## config.mk

```make
export PLATFORM = sky130hd
export DESIGN_NAME = usb_uart_cmd_parser_flat
export DESIGN_NICKNAME = d
export VERILOG_FILES = /design/src/rtl/usb_uart_cmd_parser_if.sv /design/src/rtl/usb_uart_cmd_parser.sv /design/src/flat_wrapper.sv
export SDC_FILE = /design/constraint.sdc
export NUM_CORES = 1
export LEC_CHECK = 0
export BUFFER_PORTS_ARGS = -buffer_cell sky130_fd_sc_hd__buf_2
export CORE_MARGIN = 2
export CORE_UTILIZATION = 46
export DETAILED_ROUTE_END_ITERATION = 6
export GPL_ROUTABILITY_DRIVEN = 0
export GPL_TIMING_DRIVEN = 0
export PLACE_DENSITY = 0.75
export SETUP_SLACK_MARGIN = 0.5
export SKIP_CTS_REPAIR_TIMING = 1
export SYNTH_ARGS = -nofsm -noshare
export SYNTH_HDL_FRONTEND = slang
export SYNTH_SLANG_ARGS = --single-unit
```

## constraint.sdc

```tcl
create_clock -name I_sys_clk -period 2.6 [get_ports I_sys_clk]
set_input_delay 0.39 -clock I_sys_clk [delete_from_list [all_inputs] [get_ports I_sys_clk]]
set_output_delay 0.39 -clock I_sys_clk [all_outputs]
set_load 0.01 [all_outputs]
```

## src/rtl/usb_uart_cmd_parser_if.sv

```systemverilog
// usb_uart_cmd_parser_if
// Groups the byte-FIFO handshake of the USB UART channel and the simple
// control-register bus that the command parser drives.
//   rx_req / rx_data / rx_empty : RX FIFO pop port (data valid the cycle after rx_req)
//   tx_req / tx_data / tx_full  : TX FIFO push port
//   reg_wr / reg_rd             : 1-cycle register strobes
//   reg_addr / reg_wdata        : register address and write data
//   reg_rdata                   : read data, valid 1 cycle after reg_rd
// master = command parser, slave = FIFOs plus register file.
interface usb_uart_cmd_parser_if;
  logic        rx_req;
  logic [7:0]  rx_data;
  logic        rx_empty;
  logic        tx_req;
  logic [7:0]  tx_data;
  logic        tx_full;
  logic        reg_wr;
  logic        reg_rd;
  logic [7:0]  reg_addr;
  logic [15:0] reg_wdata;
  logic [15:0] reg_rdata;

  modport master (
    output rx_req,
    input  rx_data,
    input  rx_empty,
    output tx_req,
    output tx_data,
    input  tx_full,
    output reg_wr,
    output reg_rd,
    output reg_addr,
    output reg_wdata,
    input  reg_rdata
  );

  modport slave (
    input  rx_req,
    output rx_data,
    output rx_empty,
    input  tx_req,
    input  tx_data,
    output tx_full,
    input  reg_wr,
    input  reg_rd,
    input  reg_addr,
    input  reg_wdata,
    output reg_rdata
  );
endinterface

```

## src/rtl/usb_uart_cmd_parser.sv

```systemverilog
// usb_uart_cmd_parser
// Host-command endpoint on the USB UART byte channel. Pops bytes from the RX
// FIFO, assembles 6-byte frames (AA CMD ADDR DH DL CHK), performs a register
// write (CMD 01) or read (CMD 02) and pushes a 6-byte response
// (55 ST ADDR RH RL RCHK) into the TX FIFO.
// Ports:
//   I_sys_clk   : system clock, rising edge
//   I_sys_rst   : asynchronous active-low reset
//   bus         : usb_uart_cmd_parser_if.master (FIFO ports + register bus)
//   O_cmd_busy  : high from header accept until the last response byte is written
//   O_frame_err : 1-cycle pulse on checksum error, unknown command or timeout
// Optional feature: define USB_CMD_TIMEOUT_EN to abandon a frame after
// P_TIMEOUT idle cycles between bytes; otherwise COLLECT waits indefinitely.
module usb_uart_cmd_parser #(
  parameter logic [15:0] P_TIMEOUT = 16'd50000
) (
  input  logic                         I_sys_clk,
  input  logic                         I_sys_rst,
  usb_uart_cmd_parser_if.master        bus,
  output logic                         O_cmd_busy,
  output logic                         O_frame_err
);

  localparam logic [7:0] SOF_CMD   = 8'hAA;
  localparam logic [7:0] SOF_RSP   = 8'h55;
  localparam logic [7:0] CMD_WR    = 8'h01;
  localparam logic [7:0] CMD_RD    = 8'h02;
  localparam logic [7:0] ST_OK     = 8'h00;
  localparam logic [7:0] ST_BADCHK = 8'h01;
  localparam logic [7:0] ST_BADCMD = 8'h02;

  typedef enum logic [2:0] {
    S_HUNT    = 3'd0,
    S_COLLECT = 3'd1,
    S_CHECK   = 3'd2,
    S_EXEC    = 3'd3,
    S_RDCAP   = 3'd4,
    S_SEND    = 3'd5
  } state_t;

  // XOR checksum over the four frame body bytes
  function automatic logic [7:0] xor4(input logic [7:0] a, input logic [7:0] b,
                                      input logic [7:0] c, input logic [7:0] d);
    return a ^ b ^ c ^ d;
  endfunction

  // Checksum failure takes precedence over command decode
  function automatic logic [7:0] frame_status(input logic [7:0] cmd, input logic [7:0] addr,
                                              input logic [7:0] dh, input logic [7:0] dl,
                                              input logic [7:0] chk);
    logic [7:0] st;
    if (xor4(cmd, addr, dh, dl) != chk) begin
      st = ST_BADCHK;
    end else if ((cmd != CMD_WR) && (cmd != CMD_RD)) begin
      st = ST_BADCMD;
    end else begin
      st = ST_OK;
    end
    return st;
  endfunction

  state_t      state_r, state_s;
  logic        rx_req_r, rx_vld_r;
  logic [2:0]  col_cnt_r, tx_cnt_r;
  logic [7:0]  cmd_r, addr_r, dh_r, dl_r, chk_r;
  logic [7:0]  st_r, rh_r, rl_r;
  logic        reg_wr_r, reg_rd_r;
  logic [7:0]  reg_addr_r;
  logic [15:0] reg_wdata_r;
  logic        busy_r, frame_err_r;

  logic        fetch_s, last_col_s, tx_fire_s, timeout_s;
  logic [7:0]  status_s, live_status_s, tx_byte_s;

  // A byte is captured in any cycle where rx_vld_r is set
  assign last_col_s    = rx_vld_r && (state_r == S_COLLECT) && (col_cnt_r == 3'd4);
  assign tx_fire_s     = (state_r == S_SEND) && !bus.tx_full;
  assign status_s      = frame_status(cmd_r, addr_r, dh_r, dl_r, chk_r);
  assign live_status_s = frame_status(cmd_r, addr_r, dh_r, dl_r, bus.rx_data);

  // Pop only while hunting/collecting, one read in flight, and never once the
  // CHK byte is arriving so the next frame's bytes stay in the FIFO.
  assign fetch_s = ((state_r == S_HUNT) || (state_r == S_COLLECT)) &&
                   !bus.rx_empty && !rx_req_r && !last_col_s;

`ifdef USB_CMD_TIMEOUT_EN
  logic [15:0] idle_cnt_r;

  // Idle cycles since the last captured byte while collecting a frame
  always_ff @(posedge I_sys_clk or negedge I_sys_rst) begin
    if (!I_sys_rst) begin
      idle_cnt_r <= 16'd0;
    end else if ((state_r != S_COLLECT) || rx_vld_r) begin
      idle_cnt_r <= 16'd0;
    end else if (idle_cnt_r != P_TIMEOUT) begin
      idle_cnt_r <= idle_cnt_r + 16'd1;
    end
  end

  assign timeout_s = (state_r == S_COLLECT) && !rx_vld_r && (idle_cnt_r == P_TIMEOUT);
`else
  logic unused_timeout_s;
  assign unused_timeout_s = ^P_TIMEOUT;
  assign timeout_s        = 1'b0;
`endif

  // FSM state register
  always_ff @(posedge I_sys_clk or negedge I_sys_rst) begin
    if (!I_sys_rst) begin
      state_r <= S_HUNT;
    end else begin
      state_r <= state_s;
    end
  end

  // FSM next-state decode
  always_comb begin
    state_s = state_r;
    case (state_r)
      S_HUNT: begin
        if (rx_vld_r && (bus.rx_data == SOF_CMD)) begin
          state_s = S_COLLECT;
        end else begin
          state_s = S_HUNT;
        end
      end
      S_COLLECT: begin
        if (last_col_s) begin
          state_s = S_CHECK;
        end else if (timeout_s) begin
          state_s = S_HUNT;
        end else begin
          state_s = S_COLLECT;
        end
      end
      S_CHECK: state_s = S_EXEC;
      S_EXEC: begin
        if (reg_rd_r) begin
          state_s = S_RDCAP;
        end else begin
          state_s = S_SEND;
        end
      end
      S_RDCAP: state_s = S_SEND;
      S_SEND: begin
        if (tx_fire_s && (tx_cnt_r == 3'd5)) begin
          state_s = S_HUNT;
        end else begin
          state_s = S_SEND;
        end
      end
      default: state_s = S_HUNT;
    endcase
  end

  // Response byte selected by the send counter
  always_comb begin
    tx_byte_s = 8'h00;
    case (tx_cnt_r)
      3'd0:    tx_byte_s = SOF_RSP;
      3'd1:    tx_byte_s = st_r;
      3'd2:    tx_byte_s = addr_r;
      3'd3:    tx_byte_s = rh_r;
      3'd4:    tx_byte_s = rl_r;
      3'd5:    tx_byte_s = xor4(st_r, addr_r, rh_r, rl_r);
      default: tx_byte_s = 8'h00;
    endcase
  end

  // Frame capture, register bus, response counters and status flags
  always_ff @(posedge I_sys_clk or negedge I_sys_rst) begin
    if (!I_sys_rst) begin
      rx_req_r    <= 1'b0;
      rx_vld_r    <= 1'b0;
      col_cnt_r   <= 3'd0;
      tx_cnt_r    <= 3'd0;
      cmd_r       <= 8'h00;
      addr_r      <= 8'h00;
      dh_r        <= 8'h00;
      dl_r        <= 8'h00;
      chk_r       <= 8'h00;
      st_r        <= 8'h00;
      rh_r        <= 8'h00;
      rl_r        <= 8'h00;
      reg_wr_r    <= 1'b0;
      reg_rd_r    <= 1'b0;
      reg_addr_r  <= 8'h00;
      reg_wdata_r <= 16'h0000;
      busy_r      <= 1'b0;
      frame_err_r <= 1'b0;
    end else begin
      rx_req_r    <= fetch_s;
      rx_vld_r    <= rx_req_r;
      busy_r      <= (state_s != S_HUNT);
      frame_err_r <= 1'b0;
      reg_wr_r    <= 1'b0;
      reg_rd_r    <= 1'b0;
      case (state_r)
        S_HUNT: begin
          col_cnt_r <= 3'd0;
          tx_cnt_r  <= 3'd0;
        end
        S_COLLECT: begin
          if (rx_vld_r) begin
            case (col_cnt_r)
              3'd0:    cmd_r  <= bus.rx_data;
              3'd1:    addr_r <= bus.rx_data;
              3'd2:    dh_r   <= bus.rx_data;
              3'd3:    dl_r   <= bus.rx_data;
              default: chk_r  <= bus.rx_data;
            endcase
            if (col_cnt_r == 3'd4) begin
              col_cnt_r   <= 3'd0;
              // Flag the error so the pulse lands in the CHECK cycle
              frame_err_r <= (live_status_s != ST_OK);
            end else begin
              col_cnt_r <= col_cnt_r + 3'd1;
            end
          end else if (timeout_s) begin
            col_cnt_r   <= 3'd0;
            frame_err_r <= 1'b1;
          end
        end
        S_CHECK: begin
          st_r <= status_s;
          rh_r <= dh_r;
          rl_r <= dl_r;
          if (status_s == ST_OK) begin
            reg_addr_r  <= addr_r;
            reg_wdata_r <= {dh_r, dl_r};
            reg_wr_r    <= (cmd_r == CMD_WR);
            reg_rd_r    <= (cmd_r == CMD_RD);
          end
        end
        S_EXEC: begin
          tx_cnt_r <= 3'd0;
        end
        S_RDCAP: begin
          rh_r <= bus.reg_rdata[15:8];
          rl_r <= bus.reg_rdata[7:0];
        end
        S_SEND: begin
          if (tx_fire_s) begin
            if (tx_cnt_r == 3'd5) begin
              tx_cnt_r <= 3'd0;
            end else begin
              tx_cnt_r <= tx_cnt_r + 3'd1;
            end
          end
        end
        default: begin
          col_cnt_r <= 3'd0;
          tx_cnt_r  <= 3'd0;
        end
      endcase
    end
  end

  assign bus.rx_req    = rx_req_r;
  // The TX push must react to tx_full in the same cycle, so it stays combinational
  assign bus.tx_req    = tx_fire_s;
  assign bus.tx_data   = (state_r == S_SEND) ? tx_byte_s : 8'h00;
  assign bus.reg_wr    = reg_wr_r;
  assign bus.reg_rd    = reg_rd_r;
  assign bus.reg_addr  = reg_addr_r;
  assign bus.reg_wdata = reg_wdata_r;
  assign O_cmd_busy    = busy_r;
  assign O_frame_err   = frame_err_r;

endmodule

```

## src/flat_wrapper.sv

```systemverilog
// flat-port wrapper written by rule: the top's interface ports become plain ports
module usb_uart_cmd_parser_flat 
#(
  parameter logic [15:0] P_TIMEOUT = 16'd50000
)
  (I_sys_clk, I_sys_rst, O_cmd_busy, O_frame_err, bus_rx_req, bus_rx_data, bus_rx_empty, bus_tx_req, bus_tx_data, bus_tx_full, bus_reg_wr, bus_reg_rd, bus_reg_addr, bus_reg_wdata, bus_reg_rdata);
  usb_uart_cmd_parser_if bus_i ();
  input  logic I_sys_clk;
  input  logic I_sys_rst;
  output logic O_cmd_busy;
  output logic O_frame_err;
  output wire logic [$bits(bus_i.rx_req)-1:0] bus_rx_req;
  input wire logic [$bits(bus_i.rx_data)-1:0] bus_rx_data;
  input wire logic [$bits(bus_i.rx_empty)-1:0] bus_rx_empty;
  output wire logic [$bits(bus_i.tx_req)-1:0] bus_tx_req;
  output wire logic [$bits(bus_i.tx_data)-1:0] bus_tx_data;
  input wire logic [$bits(bus_i.tx_full)-1:0] bus_tx_full;
  output wire logic [$bits(bus_i.reg_wr)-1:0] bus_reg_wr;
  output wire logic [$bits(bus_i.reg_rd)-1:0] bus_reg_rd;
  output wire logic [$bits(bus_i.reg_addr)-1:0] bus_reg_addr;
  output wire logic [$bits(bus_i.reg_wdata)-1:0] bus_reg_wdata;
  input wire logic [$bits(bus_i.reg_rdata)-1:0] bus_reg_rdata;
  assign bus_rx_req = bus_i.rx_req;
  assign bus_i.rx_data = bus_rx_data;
  assign bus_i.rx_empty = bus_rx_empty;
  assign bus_tx_req = bus_i.tx_req;
  assign bus_tx_data = bus_i.tx_data;
  assign bus_i.tx_full = bus_tx_full;
  assign bus_reg_wr = bus_i.reg_wr;
  assign bus_reg_rd = bus_i.reg_rd;
  assign bus_reg_addr = bus_i.reg_addr;
  assign bus_reg_wdata = bus_i.reg_wdata;
  assign bus_i.reg_rdata = bus_reg_rdata;
  usb_uart_cmd_parser #(.P_TIMEOUT(P_TIMEOUT)) u_core (.I_sys_clk(I_sys_clk), .I_sys_rst(I_sys_rst), .bus(bus_i), .O_cmd_busy(O_cmd_busy), .O_frame_err(O_frame_err));
endmodule
```

==> flow_summary.json <==
{
  "antenna_cells": 0,
  "crit_slowest_cell": "dfrtp_2",
  "worst_slew_pin_slew_ns": 0.731,
  "num_vias": 3611,
  "io_pins": 66,
  "synth_area_leaders": "dfrtp_1, mux2_2, mux2_4, xnor2_1, nand2_1",
  "crit_required_ns": 2.21,
  "critPathArrivalTime_ns": 2.04,
  "critPathMaxStageDelay_ns": 0.46,
  "max_freq_mhz": 411,
  "maxCapViolCount": 0,
  "die_w_um": 108,
  "synth_cells": 414,
  "dieHeight_um": 108,
  "wl_per_cell_um": 19.5,
  "drive_gt1_share_pct": 41.9,
  "ys.flop_type": "dfrtp_1",
  "synth_warnings": 0,
  "finalSetupTns_ns": 0,
  "routed_via_density": 5.55,
  "min_period_ns": 2.43,
  "finalClockSkew_ns": 0.00906,
  "cts_root_buffer": "clkbuf_8",
  "grt_pass1_wl_um": 18900,
  "dp_hpwl_um": 8740,
  "cp_common_cell": "buf_6",
  "grt_max_degree": 57,
  "end_kind": "primary output",
  "outcome": "finished clean",
  "cts_tree": "yes",
  "syn_avg_cell_area_um2": 12.0,
  "netlist.area_leader.share_pct": 48.8,
  "synth_commonest_cells": "dfrtp_1, nand2_1, mux2_2",
  "syn_to_final_growth_pct": 23.9,
  "cts_buffers": 9,
  "critPathTopFamily": "flip-flops",
  "critPathLaunchType": "register",
  "final_util_pct": 59.1,
  "synth.most_common_cell": "dfrtp_1",
  "slew_headroom_pct": 51.3,
  "drc": 0,
  "worstPathMaxFanout": 8,
  "synth_area_um2": 4970,
  "core.rowCount": 37,
  "ant_nets": 0,
  "rsz0062_at_grt": "yes",
  "synth-seq-area-share_pct": 48.8,
  "grtUsageTotal_pct": 21.5,
  "grt_pass1_vias": 3668,
  "critPathKind": "reg -> out",
  "clk_pin_slew_ns": 0.09,
  "cts.sinks": 97,
  "dpl.cell_count": 616,
  "htree_levels": 3,
  "fin_area_um2": 6160,
  "p_leak_nw": 2.97,
  "routed_wl_um": 12700,
  "clockBufferDepth": 2,
  "drv_slew": 0,
  "io_buffers": 65,
  "fillers": 813,
  "finalNetCount": 544,
  "synth_area_leader_cell": "dfrtp_1",
  "setup_violations": 0,
  "critical_path_buf_inv_count": 3,
  "synth_edf_count": 0,
  "dpl-instance-area_um2": 5500,
  "hp-class": "in -> async",
  "antenna_found_initial": 0,
  "finalHoldViolCount": 0,
  "whs_ns": 0.0694,
  "synth.net_count": 448,
  "clock_latency_ns": 0.37,
  "drtIter0Drc": 186,
  "irDropWorstVdd_mv": 0.467,
  "synth-seq-cells": 97,
  "die_area_um2": 11700,
  "synth_cell_types": 53,
  "synth_async_sr_flop_share_pct": 100,
  "drt_first_pass_iters": 5,
  "cp_cell_sequence": "buf_6 -> and2_4 -> ha_4 -> buf_6 -> nand2b_4 -> o21bai_4 -> nor2_1 -> buf_2",
  "initial_utilization_pct": 47.7,
  "stdcell_count": 651,
  "core-area_um2": 10400,
  "gr-total-overflow": 0,
  "post-route-period-util_pct": 93.6,
  "p_per_area_nw_per_um2": 1210
}
-- worst reg2reg max path, stage by stage, from the launching register on --
cell     delay (ns)
dfrtp_2        0.43
inv_1          0.12
nor4b_2        0.57
and2_0         0.27
nand2_1        0.34
mux2_2         0.40
-- metrics by stage --
stage / setup WS, ns / power (mW)
after floorplan: 0.511 / 4.99
after global placement: 0.0470 / 5.62
after detailed placement: 0.0612 / 5.76
after CTS: -0.355 / 6.96
after global routing: 0.104 / 7.88
final: 0.167 / 7.43
-- metal layers --
| layer | vias up | track usage (%) | wire length [µm] |
|---|---|---|---|
| li1 | 1656 | - | - |
| met1 | 1829 | 29.3 | 5660 |
| met2 | 100 | 34.5 | 6220 |
| met3 | 26 | 4.34 | 522 |
| met4 | 0 | 7.14 | 258 |
| met5 | - | 0 | 0 |
-- state kept, by name (all words and copies together) (netlist names), 8 cells and up --
name                  flops
u_core.rh_r               8
u_core.addr_r             8
u_core.chk_r              8
u_core.bus.reg_addr       8
u_core.rl_r               8
u_core.dh_r               8
u_core.bus.reg_wdata     16
u_core.cmd_r              8
u_core.dl_r               8
-- final timing paths --
path                       slack, ns  cells past startpoint                     end               start
max in group asynchronous       1.85                      2          u_core.dl_r[6]           I_sys_rst
setup / recovery                0.17                      8          bus_tx_data[7]  u_core.tx_cnt_r[1]
hold reg to reg                 0.42                      0         u_core.rx_vld_r   u_core.bus.rx_req
hold / removal                  0.07                      1  u_core.bus.reg_addr[0]           I_sys_rst
min in group I_sys_clk          0.25                      3          u_core.rl_r[3]    bus_reg_rdata[3]
setup reg to reg                0.35                      5          u_core.dh_r[4]   u_core.state_r[0]
-- power breakdown --
group / internal, mW / total [mW] / leakage, nW / switching, mW
combinational: 1.94 / 3.59 / 1.64 / 1.65
clock: 0.664 / 1.19 / 0.120 / 0.529
sequential: 2.00 / 2.65 / 1.21 / 0.652
total: 4.60 / 7.43 / 2.97 / 2.83
-- final cells by class --
| cell class | instances | area [µm²] | share of cell area (%) |
|---|---|---|---|
| clock buffer | 11 | 141 | 2.30 |
| timing repair buffer | 85 | 534 | 8.68 |
| inverter | 10 | 37.5 | 0.610 |
| sequential | 97 | 2430 | 39.5 |
| tap | 136 | 170 | 2.76 |
| clock inverter | 5 | 103 | 1.67 |
| multi-input combinational | 295 | 2630 | 42.6 |
| buffer | 12 | 113 | 1.83 |
-- cells in the final DEF (no fill, tap or decap), types with 5 or more instances in the layout --
master / count
dfrtp_1: 92
buf_2: 67
nand2_1: 47
mux2_2: 44
xnor2_1: 27
mux2_4: 20
a22oi_1: 18
nor2_1: 16
buf_4: 14
clkbuf_8: 10
inv_1: 9
a21oi_1: 9
xor2_1: 9
buf_6: 7
o21ai_0: 7
xnor2_2: 7
nand2b_1: 5
nor3_1: 5
ha_1: 5
dfrtp_2: 5
-- cell families (layout without fill, tap and decap cells) --
family,Yosys count,after routing,share of synthesized area (%)
flops,97,97,48.8
buf+inv,22,123,1.99
compound gates,64,64,9.74
fa+ha+maj,6,6,1.51
simple gates,107,107,10.3
xor+xnor,54,54,11.6
mux,64,64,16.0
(Power assumes the default switching activity.)
